<file path="config.mk">
export PLATFORM = sky130hd
export DESIGN_NAME = rr_burst_arbiter
export DESIGN_NICKNAME = d
export VERILOG_FILES = /design/src/rtl/rr_burst_arbiter.sv
export SDC_FILE = /design/constraint.sdc
export NUM_CORES = 1
export LEC_CHECK = 0
export BUFFER_PORTS_ARGS = -buffer_cell sky130_fd_sc_hd__buf_4
export CORE_MARGIN = 2
export CORE_UTILIZATION = 40
export CTS_BUF_LIST = sky130_fd_sc_hd__clkbuf_8
export DETAILED_ROUTE_END_ITERATION = 10
export SETUP_SLACK_MARGIN = 0.2
export SYNTH_ARGS = -nofsm -noshare
export SYNTH_HDL_FRONTEND = slang
export SYNTH_SLANG_ARGS = --single-unit
</file>
<file path="constraint.sdc">
create_clock -name clk -period 1.9 [get_ports clk]
set_input_delay 0.38 -clock clk [delete_from_list [all_inputs] [get_ports clk]]
set_output_delay 0.38 -clock clk [all_outputs]
set_load 0.005 [all_outputs]
</file>
<file path="src/rtl/rr_burst_arbiter.sv">
// Round-robin arbiter with a per-grant burst quota and one dead turnaround
// cycle between grants; drives the shared datapath's select/enable.
module rr_burst_arbiter #(
  parameter int N         = 4,
  parameter int MAX_BURST = 8,
  parameter int ID_W      = $clog2(N),
  parameter int CNT_W     = $clog2(MAX_BURST + 1)
) (
  input  logic             clk,
  input  logic             rst_n,
  input  logic [N-1:0]     req,
  output logic [N-1:0]     gnt,
  output logic             gnt_valid,
  output logic [ID_W-1:0]  gnt_id,
  output logic [CNT_W-1:0] burst_cnt,
  output logic             preempt,
  output logic [1:0]       state_dbg,
  output logic [ID_W-1:0]  ptr_dbg
);

  // Handshake: req[i] is a level held while access is wanted; gnt[i] is the
  // registered acknowledgement. The owner keeps the resource while req[i]
  // stays high, up to MAX_BURST cycles; dropping req[i] releases it.

  typedef enum logic [1:0] {
    IDLE = 2'd0,
    BUSY = 2'd1,
    TURN = 2'd2
  } state_t;

  state_t           state, state_n;
  logic [ID_W-1:0]  ptr, ptr_n;
  logic [N-1:0]     gnt_n;
  logic [ID_W-1:0]  gnt_id_n;
  logic [CNT_W-1:0] burst_cnt_n;
  logic             preempt_n;

  logic             win_found;
  logic [ID_W-1:0]  win_id;
  logic [ID_W-1:0]  scan_idx;
  logic             owner_req;
  logic             at_quota;

  // Scan ptr, ptr+1, ... wrapping naturally because N is a power of two.
  always_comb begin
    win_found = 1'b0;
    win_id    = ptr;
    scan_idx  = ptr;
    for (int k = 0; k < N; k++) begin
      scan_idx = ptr + ID_W'(k);
      if (!win_found && req[scan_idx]) begin
        win_found = 1'b1;
        win_id    = scan_idx;
      end
    end
  end

  assign owner_req = req[gnt_id];
  assign at_quota  = (burst_cnt == CNT_W'(MAX_BURST));

  always_comb begin
    state_n     = state;
    ptr_n       = ptr;
    gnt_n       = gnt;
    gnt_id_n    = gnt_id;
    burst_cnt_n = burst_cnt;
    preempt_n   = 1'b0;
    case (state)
      BUSY: begin
        // Release wins over quota when both happen on the same edge.
        if (!owner_req || at_quota) begin
          gnt_n     = '0;
          ptr_n     = gnt_id + ID_W'(1);
          preempt_n = owner_req;
          state_n   = TURN;
        end else begin
          burst_cnt_n = burst_cnt + CNT_W'(1);
        end
      end
      default: begin
        gnt_n = '0;
        if (win_found) begin
          gnt_n       = {{(N-1){1'b0}}, 1'b1} << win_id;
          gnt_id_n    = win_id;
          burst_cnt_n = CNT_W'(1);
          state_n     = BUSY;
        end else begin
          state_n = IDLE;
        end
      end
    endcase
  end

  always_ff @(posedge clk or negedge rst_n) begin
    if (!rst_n) begin
      state     <= IDLE;
      ptr       <= '0;
      gnt       <= '0;
      gnt_id    <= '0;
      burst_cnt <= '0;
      preempt   <= 1'b0;
    end else begin
      state     <= state_n;
      ptr       <= ptr_n;
      gnt       <= gnt_n;
      gnt_id    <= gnt_id_n;
      burst_cnt <= burst_cnt_n;
      preempt   <= preempt_n;
    end
  end

  assign gnt_valid = |gnt;
  assign state_dbg = state;
  assign ptr_dbg   = ptr;

endmodule

</file>
==> results by group <==
GRT
  • Largest net degree at the start of global routing: 16
  • GRT met3 Usage: 2.26%
  • Met1 Use GR: 21.3%
  • Global-route wire length before repair: 2360 um
  • Most crowded layer after global routing: met2
  • Gr usage total: 14.9%
  • Number of global-route vias before repair: 545
  • Antenna violations before repair: 0
  • Met2 Usage GRT: 21.3%
  • GRT overflow: 0

Power
  • Sequential power share: 36.7%
  • Max rail drop VDD: 765 uV
  • Leak pwr: 0.477 nW
  • Clock network power share: 15.9%
  • Power Density: 1610 nW/um^2
  • Cell internal pwr: 0.00104 W
  • Comb power frac: 47.4%
  • Psw: 0.000585 W
  • Switching share of power: 36.1%

Worst setup path
  • Critical Path RT: 1.52 ns
  • R2r startpoint: gnt_id[0]
  • Crit path launch: gnt[3]
  • Startpoint types: register
  • Worst path cell trace: or4_4, buf_6
  • Path type of the worst setup path: register to primary output
  • CP arrival: 1.29 ns
  • Reg-to-reg slack, setup: 0.34 ns
  • Max incr delay on CP: 0.53 ns
  • R2R Path End: gnt[0]
  • Slowest CP cell: or4_4
  • Delay-heaviest family, CP: simple AND/OR/NAND/NOR gates
  • CP Buf/Inv Count: 1
  • Reg2reg path depth: 3
  • Capture point of the critical path: gnt_valid
  • Worst path depth: 2
  • Maximum fanout along the worst path: 3
  • Critical Path End Type: primary output

CTS
  • Clk slew on worst S/H paths: 0.06 ns
  • Clock Sink Count: 15
  • TritonCTS buffer count: 3
  • Setup bufs post-CTS: 0
  • Htree depth: 1
  • Worst skew pair latency: 0.25 ns
  • CTS Root Cell: clkbuf_8
  • CTS tree: done
  • CTS Buffer Depth: 2

Route
  • Total wire length: 1510 um
  • DRC: 0
  • WL/cell: 12.0 um
  • Via Count: 641
  • First DRT Iteration DRCs: 11
  • Post-route ant nets: 0
  • Via/cell ratio: 5.09
  • Detailed Routing Iterations Pass 1: 4

Job
  • Max Cap Viol: 0

Synthesis
  • Yosys reg bits: 15
  • Area share of the largest cell type after synthesis: 48.9%
  • Post-Syn Area per Cell: 9.96 sq um
  • Ys async rst share: 100%
  • Netlist cell types: 30
  • Top FF cell, synth: dfrtp_1
  • Syn Nets: 85
  • Mapped Cells: 77
  • Synth warn: 0
  • Largest cells by area after synthesis: dfrtp_1, nand2_1, o21ai_0, a21oi_1, ha_1
  • Post-synth top area cell: dfrtp_1
  • Seq/Total Area, Yosys: 48.9%
  • Syn Std Cell Area: 767 sq um
  • EDFF count, synth: 0

STA
  • Fin crit share: 88.0%
  • Unrepaired setup endpoints after global routing: yes
  • Slew Viols, Final: 0
  • Final worst setup slack: 0.228 ns
  • Clk_skew: 0.00210 ns
  • Tmin final: 1.67 ns
  • Normalized max-slew margin: 80.2%
  • Fmax: 598 MHz
  • Final setup TNS: 0 ns
  • Final setup vio count: 0
  • Final Hold Viols: 0
  • Worst slew pin tran: 0.295 ns

Cells and area
  • Nets: 110
  • Antenna diode count: 0
  • Area delta synth->final: 30.8%
  • Most common cell after layout, fill and taps aside: buf_4
  • Layout cells sized above 1: 29.7%
  • Leading cell types in the layout, fill and taps excluded: buf_4, dfrtp_1, nand2_1

Floorplan
  • # IOs: 22
  • Die height: 47.8 um
  • Placeable Area: 1760 sq um
  • Die X: 47.8 um
  • Initial Util: 43.5%
  • DIE AREA: 2280 sq um
  • Row count: 15

Min path
  • Worst min path class: register to register

Place
  • Detailed Place HPWL: 1160 um
  • Port buffer count: 21
  • GP Congestion: 0.754
  • Post-Place Worst Slack: 0.313 ns

Status
  • Outcome: complete, no violations
-- how the worst min path moves through the flow --
stage | to | from | depth (start not counted)
global placement | gnt[2] | rst_n | 1
CTS | gnt[3] | gnt[3] | 2
floorplan | burst_cnt[0] | rst_n | 0
global route | gnt[0] | rst_n | 2
finish | gnt[3] | gnt[3] | 2
detailed placement | gnt[2] | rst_n | 1
-- power by group through the flow --
stage	logic, W	clock network (W)	registers [W]
floorplan	0.000431	0	0.000586
global placement	0.000736	0	0.000597
detailed placement	0.000733	0	0.000597
CTS	0.000741	0.000264	0.000593
global route	0.000868	0.000279	0.000620
finish	0.000768	0.000258	0.000595
-- cell type report --
class / instances / area [sq um]
Fill cell: 176 / 761
Tap cell: 25 / 31.3
Timing Repair Buffer: 22 / 171
Clock inverter: 1 / 5.00
Clock buffer: 3 / 41.3
Multi-Input combinational cell: 56 / 364
Inverter: 4 / 15.0
Sequential cell: 15 / 375
-- metrics by stage --
step                hold WS, ns  instances  cell area, sq um  utilization, %  total power [W]
floorplan                0.0844         77               767               -          0.00102
global placement          0.246        121               940            53.3          0.00133
detailed placement        0.242        121               940            53.3          0.00133
CTS                       0.515        126               996            56.5          0.00160
global route              0.532        126              1000            56.9          0.00177
finish                    0.510        126              1000            56.9          0.00162
-- tightest hold or removal path: stages, from the launching register on --
cell and delay, ns:
dfrtp_1 0.36, nand2_1 0.05, o21ai_0 0.06
-- cells by family after synthesis --
kind of cell,share of synthesized area [%]
xor gates and xnor gates,1.14
and+or+nand+nor,18.9
AOI/OAI and AO/OA,19.4
adders and majority gates,3.26
buffers and inverters,4.08
muxes,4.24
DFF,48.9
-- metal layers --
metal  up-vias  part of all wire, %
li1        320                    -
met1       302                   47
met2        17                   47
met3         2                  4.8
met4         0                 0.79
met5         -                    0
-- cells in the mapped netlist, types with 2 or more instances --
library cell  instances
nor2b_1               4
ha_1                  2
dfrtp_1              15
inv_1                 4
nor2_1                5
o21ai_0               7
nand2_1              11
a22o_1                2
o22a_1                2
a21oi_1               5
-- repair_timing --
action,4_1_cts,5_1_grt
hold buffers,1,0
endpoints found under the setup margin,0,1
endpoints found under the hold margin,15,0
resized for setup,0,2
-- sequential cells by signal (all words and copies together) (netlist names) --
| name | cells |
|---|---|
| ptr_dbg | 2 |
| burst_cnt | 4 |
| gnt_id | 2 |
| gnt | 4 |
| state_dbg | 2 |
| preempt | 1 |
No activity file was read; power rests on OpenSTA's default activity.
